### src/rtl/wave_pattern_loader.sv
// rtl/wave_pattern_loader.sv - emits 256 strobed samples of a generated or streamed waveform
module wave_pattern_loader #(
    parameter int PULSE_GAP = 1
) (
    input  logic       clk,
    input  logic       rst_n,
    input  logic       start,
    input  logic [2:0] wave_sel,
    input  logic [7:0] duty,
    input  logic       s_valid,
    input  logic [7:0] s_data,
    output logic       s_ready,
    output logic       wave_wr_pulse,
    output logic [7:0] wave_data,
    output logic       busy,
    output logic       done,
    output logic       sel_err,
    output logic [8:0] point_count
);

    typedef enum logic [2:0] {
        S_IDLE   = 3'd0,
        S_FETCH  = 3'd1,
        S_STROBE = 3'd2,
        S_GAP    = 3'd3,
        S_FINISH = 3'd4
    } state_t;

    localparam logic [2:0] SEL_SINE   = 3'd0;
    localparam logic [2:0] SEL_SQUARE = 3'd1;
    localparam logic [2:0] SEL_TRI    = 3'd2;
    localparam logic [2:0] SEL_SAW    = 3'd3;
    localparam logic [2:0] SEL_CUSTOM = 3'd4;
    localparam logic [3:0] GAP_LAST   = 4'(PULSE_GAP - 1);

    state_t      state, state_nxt;
    logic [2:0]  sel_q;
    logic [7:0]  duty_q;
    logic [7:0]  idx;
    logic [3:0]  gap_cnt;
    logic [7:0]  data_q;
    logic [8:0]  count_q;
    logic        sel_err_q;
    logic        sel_legal;
    logic        gap_end;
    logic        is_custom;
    logic [6:0]  sine_k;
    logic [6:0]  sine_mag;
    logic [7:0]  gen_sample;

    // Quarter-wave table: round(127*sin(2*pi*k/256)) for k = 0..64
    function automatic logic [6:0] sine_rom(input logic [6:0] k);
        logic [6:0] v;
        case (k)
            7'd0:  v = 7'd0;   7'd1:  v = 7'd3;   7'd2:  v = 7'd6;   7'd3:  v = 7'd9;
            7'd4:  v = 7'd12;  7'd5:  v = 7'd16;  7'd6:  v = 7'd19;  7'd7:  v = 7'd22;
            7'd8:  v = 7'd25;  7'd9:  v = 7'd28;  7'd10: v = 7'd31;  7'd11: v = 7'd34;
            7'd12: v = 7'd37;  7'd13: v = 7'd40;  7'd14: v = 7'd43;  7'd15: v = 7'd46;
            7'd16: v = 7'd49;  7'd17: v = 7'd51;  7'd18: v = 7'd54;  7'd19: v = 7'd57;
            7'd20: v = 7'd60;  7'd21: v = 7'd63;  7'd22: v = 7'd65;  7'd23: v = 7'd68;
            7'd24: v = 7'd71;  7'd25: v = 7'd73;  7'd26: v = 7'd76;  7'd27: v = 7'd78;
            7'd28: v = 7'd81;  7'd29: v = 7'd83;  7'd30: v = 7'd85;  7'd31: v = 7'd88;
            7'd32: v = 7'd90;  7'd33: v = 7'd92;  7'd34: v = 7'd94;  7'd35: v = 7'd96;
            7'd36: v = 7'd98;  7'd37: v = 7'd100; 7'd38: v = 7'd102; 7'd39: v = 7'd104;
            7'd40: v = 7'd106; 7'd41: v = 7'd107; 7'd42: v = 7'd109; 7'd43: v = 7'd111;
            7'd44: v = 7'd112; 7'd45: v = 7'd113; 7'd46: v = 7'd115; 7'd47: v = 7'd116;
            7'd48: v = 7'd117; 7'd49: v = 7'd118; 7'd50: v = 7'd120; 7'd51: v = 7'd121;
            7'd52: v = 7'd122; 7'd53: v = 7'd122; 7'd54: v = 7'd123; 7'd55: v = 7'd124;
            7'd56: v = 7'd125; 7'd57: v = 7'd125; 7'd58: v = 7'd126; 7'd59: v = 7'd126;
            7'd60: v = 7'd126; 7'd61: v = 7'd127; 7'd62: v = 7'd127; 7'd63: v = 7'd127;
            default: v = 7'd127;
        endcase
        return v;
    endfunction

    assign sel_legal = (wave_sel <= SEL_CUSTOM);
    assign gap_end   = (gap_cnt == GAP_LAST);
    assign is_custom = (sel_q == SEL_CUSTOM);

    // Mirror the second quadrant onto the first: 128 - q is -q modulo 128
    assign sine_k   = (idx[6:0] <= 7'd64) ? idx[6:0] : (7'd0 - idx[6:0]);
    assign sine_mag = sine_rom(sine_k);

    always_comb begin
        gen_sample = 8'h00;
        case (sel_q)
            SEL_SINE:   gen_sample = idx[7] ? (8'd128 - {1'b0, sine_mag})
                                            : (8'd128 + {1'b0, sine_mag});
            SEL_SQUARE: gen_sample = (idx < duty_q) ? 8'hFF : 8'h00;
            SEL_TRI:    gen_sample = idx[7] ? ~{idx[6:0], 1'b0} : {idx[6:0], 1'b0};
            SEL_SAW:    gen_sample = idx;
            default:    gen_sample = 8'h00;
        endcase
    end

    always_ff @(posedge clk or negedge rst_n) begin
        if (!rst_n) begin
            state <= S_IDLE;
        end else begin
            state <= state_nxt;
        end
    end

    always_comb begin
        state_nxt = state;
        case (state)
            S_IDLE:   if (start && sel_legal) state_nxt = S_FETCH;
            S_FETCH:  if (!is_custom || s_valid) state_nxt = S_STROBE;
            S_STROBE: state_nxt = S_GAP;
            S_GAP:    if (gap_end) state_nxt = (idx == 8'hFF) ? S_FINISH : S_FETCH;
            S_FINISH: state_nxt = S_IDLE;
            default:  state_nxt = S_IDLE;
        endcase
    end

    always_comb begin
        s_ready       = 1'b0;
        wave_wr_pulse = 1'b0;
        busy          = 1'b0;
        done          = 1'b0;
        case (state)
            S_FETCH:  begin busy = 1'b1; s_ready = is_custom; end
            S_STROBE: begin busy = 1'b1; wave_wr_pulse = 1'b1; end
            S_GAP:    busy = 1'b1;
            S_FINISH: begin busy = 1'b1; done = 1'b1; end
            default:  busy = 1'b0;
        endcase
    end

    always_ff @(posedge clk or negedge rst_n) begin
        if (!rst_n) begin
            sel_q     <= 3'd0;
            duty_q    <= 8'd0;
            idx       <= 8'd0;
            gap_cnt   <= 4'd0;
            data_q    <= 8'd0;
            count_q   <= 9'd0;
            sel_err_q <= 1'b0;
        end else begin
            sel_err_q <= (state == S_IDLE) && start && !sel_legal;
            case (state)
                S_IDLE: begin
                    if (start && sel_legal) begin
                        sel_q   <= wave_sel;
                        duty_q  <= duty;
                        idx     <= 8'd0;
                        count_q <= 9'd0;
                    end
                end
                S_FETCH: begin
                    gap_cnt <= 4'd0;
                    if (!is_custom) begin
                        data_q <= gen_sample;
                    end else if (s_valid) begin
                        data_q <= s_data;
                    end
                end
                S_STROBE: count_q <= count_q + 9'd1;
                S_GAP: begin
                    gap_cnt <= gap_cnt + 4'd1;
                    if (gap_end && idx != 8'hFF) begin
                        idx <= idx + 8'd1;
                    end
                end
                default: begin
                end
            endcase
        end
    end

    assign wave_data   = data_q;
    assign point_count = count_q;
    assign sel_err     = sel_err_q;

endmodule

### config.mk
export PLATFORM = sky130hd
export DESIGN_NAME = wave_pattern_loader
export DESIGN_NICKNAME = d
export VERILOG_FILES = /design/src/rtl/wave_pattern_loader.sv
export SDC_FILE = /design/constraint.sdc
export NUM_CORES = 1
export LEC_CHECK = 0
export BUFFER_PORTS_ARGS = -buffer_cell sky130_fd_sc_hd__buf_4
export CORE_AREA = 2 2 97 99
export DETAILED_ROUTE_END_ITERATION = 8
export DIE_AREA = 0 0 99 101
export GPL_TIMING_DRIVEN = 0
export PLACE_DENSITY = 0.68
export SETUP_SLACK_MARGIN = 0.5
export SLEW_MARGIN = 20
export SYNTH_ARGS = -nofsm -noshare
export SYNTH_HDL_FRONTEND = slang
export SYNTH_SLANG_ARGS = --single-unit
### constraint.sdc
create_clock -name clk -period 5.5 [get_ports clk]
set_input_delay 0.275 -clock clk [delete_from_list [all_inputs] [get_ports clk]]
set_output_delay 0.275 -clock clk [all_outputs]
set_load 0.03 [all_outputs]
==> key figures <==
Clocking
  • CTS tree: done
  • Clock Sinks: 44
  • CTS root buf: clkbuf_8
  • Clk pin slew, worst setup/hold paths: 0.10 ns
  • Clock Path Buffers: 2
  • H-tree depth: 2
  • Insertion delay of the later-clocked pin in the worst-skew pair: 0.31 ns
  • Total CTS buffers: 5

Worst setup path
  • Crit Path Category: reg2reg
  • Critical Path Source: idx[0]$_DFFE_PN0P_
  • CP max stage delay: around 0.55 ns
  • Crit path capture type: register
  • Slowest stage cell, crit path: or4_4
  • Critical Path RT: around 5.7 ns
  • Crit-path leading delay family: compound AO/OA/AOI/OAI gates
  • Critical path data arrival time: between 5 and 6 ns
  • Crit Path Max Fanout: 10
  • Crit path buffers/inverters: 4
  • RR Startpoint: idx[0]$_DFFE_PN0P_
  • Crit start category: register
  • Worst-path cell chain: buf_2 > inv_2 > ha_1 > buf_4 > or3b_1 > o311a_1 > or2_1 > buf_6 > ha_1 > nand2b_1 > mux2_2 > a32oi_1 > a2111oi_2 > a221o_1 > a21boi_4 > nand2_2 > or4_4 > o221ai_2
  • Most Frequent Cell on Critical Path: ha_1

Status
  • Status: completed

Pwr
  • Reg power frac: 0.186
  • P_leak: 1.86 nW
  • Logic pwr share: 0.731
  • Clock power frac: 0.083
  • Sw power: around 1.7 mW
  • Internal Dissipation: approximately 1.5 mW
  • Sw frac: 0.532
  • Max IR drop VDD: around 0.31 mV
  • Power per cell area: 721 mW/mm²

Detailed routing
  • DR pass1 iterations: 5
  • WL/cell: between 15 and 20 µm
  • Vias post-DR: between 3,000 and 4,000
  • Total routed wirelength: 10,700 µm
  • Wire length on met1: 4660 µm
  • DRC Markers: 0
  • Routed length on met2: 5190 µm
  • Via density per instance: ~6.0
  • DRT antenna net count: 0
  • Top Layer Used: met4
  • Met3 routed WL: about 550 µm
  • First DRT Iteration DRCs: approximately 260

Placement
  • DP HPWL: approximately 7900 µm
  • DP Area: 0.00423 mm²
  • Number of port buffers: 44
  • GPL Wtd Cong: 0.910

Global route
  • Vias in the first global route: 3,662
  • Gr usage total: 0.215
  • Largest net degree at the start of global routing: 45
  • Initial antenna violation count: 0
  • First-pass GRT wire length: approximately 18,000 µm
  • Global route overflow: 0

Job
  • Max-cap violations: 0

STA
  • Final Max Slew Viols: 0
  • Final Cycle Share: 0.876
  • Final Critical Period: ~4.8 ns
  • Worst Tran Pin Value: ~0.76 ns
  • Final hold vios: 0
  • Slew HR: 0.491
  • Setup TNS Final: 0 ns
  • Final setup violation count: 0
  • RSZ-0062 raised after global routing: no
  • Highest Clock Rate: between 0.2 and 0.25 GHz
  • Worst clock skew: around 0.012 ns

Min path
  • Worst min path class: in2reg
  • Worst hold start: duty[6]

Finish
  • Syn-to-layout area delta: 16.4%
  • Fraction of layout cells with a size suffix above 1: 0.171
  • # fillers: 880
  • Fin nets: between 500 and 600
  • Post-route cell area: approximately 0.0044 mm²
  • Ant diodes: 0

Synth
  • Yosys top cell by area: dfrtp_1
  • Number of synthesized register bits: 44
  • Mapped Cells: between 400 and 500
  • Synth top area cells: dfrtp_1 (29%), ha_1 (7.0%), o21ai_0 (4.5%)
  • Most frequent cell after synthesis: nand2_1
  • Syn. warnings: 0
  • Post-synthesis sequential area ratio: 0.293
  • Async S/R FF share, synth: 1.00
  • Main flop type after synthesis: dfrtp_1
  • Distinct cells, synth: between 70 and 80
  • Syn_area_per_cell: between 8 and 9 µm²
  • Syn_nets: about 510
  • EDFF count, synth: 0
  • Post-synth top cells: nand2_1 (45), dfrtp_1 (44), nor2_1 (41)
  • Top cell type's share of synthesized area: 0.293
  • Post-Syn Area: 0.00376 mm²

Die
  • Core ar.: roughly 0.0090 mm²
  • Die Footprint: ~0.01 mm²
  • Die Wd: around 99 µm
  • Die Ht: ~100 µm
  • I/O pins: 45
  • Starting Density: 0.418
  • Rows: 35
## layout by cell type (no fill, tap or decap), drive strengths merged, types with 8 or more instances in the layout
cell / count
nor2b: 9
xnor2: 11
inv: 20
nand3: 19
ha: 21
xor2: 8
a21oi: 20
dfrtp: 44
nand2b: 11
buf: 59
nor2: 42
o21ai: 38
nor3: 15
clkbuf: 25
nand2: 46
a22oi: 12
o211ai: 8
## cell type report
class | count | area (µm²) | share of cell area
sequential | 44 | 1100 | 0.252
timing repair buffer | 46 | 348 | 0.0796
tap | 111 | 139 | 0.0318
multi-input combinational | 368 | 2430 | 0.557
inverter | 19 | 71.3 | 0.0163
buffer | 34 | 163 | 0.0372
clock inverter | 3 | 46.3 | 0.0106
clock buffer | 5 | 68.8 | 0.0157
## worst paths after layout
path	endpoint	slack (ns)	cells past startpoint
max in group asynchronous	idx[0]$_DFFE_PN0P_	4.59	2
setup reg to reg	wave_data[6]$_DFFE_PN0P_	0.68	18
setup / recovery	wave_data[6]$_DFFE_PN0P_	0.68	18
min in group asynchronous	gap_cnt[2]$_DFFE_PN0P_	0.49	2
hold / removal	duty_q[6]$_DFFE_PN0P_	0.17	3
hold reg to reg	gap_cnt[3]$_DFFE_PN0P_	0.49	1
## metrics by stage
stage / setup WS [ns] / power [mW] / hold WS, ns / std cells / utilization
2_1_floorplan: 1.16 / 2.21 / -0.0206 / 465 / -
3_3_place_gp: 0.423 / 2.76 / 0.306 / 620 / 0.471
3_5_place_dp: 0.360 / 2.81 / 0.315 / 620 / 0.471
4_1_cts: 0.505 / 3.09 / 0.161 / 629 / 0.485
5_1_grt: 0.505 / 3.38 / 0.169 / 630 / 0.487
6_report: 0.682 / 3.15 / 0.168 / 630 / 0.487
## cell families (layout without fill, tap and decap cells)
group | after synthesis | in the layout | synth area share
AOI/OAI and AO/OA | 139 | 139 | 0.262
xor gates and xnor gates | 19 | 19 | 0.0443
adders and majority gates | 21 | 21 | 0.0700
buffers and inverters | 53 | 107 | 0.0620
DFF | 44 | 44 | 0.293
muxes | 7 | 7 | 0.0200
and+or+nand+nor | 182 | 182 | 0.248
## power groups by stage
stage	combinational, mW	sequential, mW	clock, mW
CTS	2.23	0.585	0.270
global placement	2.17	0.589	0
finish	2.30	0.587	0.263
global route	2.49	0.611	0.281
floorplan	1.54	0.671	0
detailed placement	2.22	0.590	0
## metal layers
metal,vias to the layer above,track usage
li1,1809,-
met1,1800,0.283
met2,145,0.363
met3,27,0.0194
met4,0,0.0854
met5,-,0
## flip-flops by register name, indices dropped and copies added (netlist names)
signal and flops:
sel_q 3, idx 8, sel_err 1, wave_data 8, state 3, gap_cnt 4
point_count 9, duty_q 8
## worst register-to-register path, cell delays in order, from the launching register on
cell and delay (ns):
dfrtp_2 0.49, buf_2 0.25, inv_2 0.18, ha_1 0.17, buf_4 0.16, or3b_1 0.40, o311a_1 0.35, or2_1 0.25
buf_6 0.15, ha_1 0.25, nand2b_1 0.09, mux2_2 0.19, a32oi_1 0.13, a2111oi_2 0.35, a221o_1 0.27, a21boi_4 0.21
nand2_2 0.12, or4_4 0.55, o221ai_2 0.18
## timing repair
action                     CTS  global route
cloned                       0             0
buffers inserted             0             1
pin swaps                    0             1
setup endpoints to repair    1             2
hold buffers                 1             0
gates resized for setup      2             4
hold endpoints to repair    44             0
(Power assumes the default switching activity.)
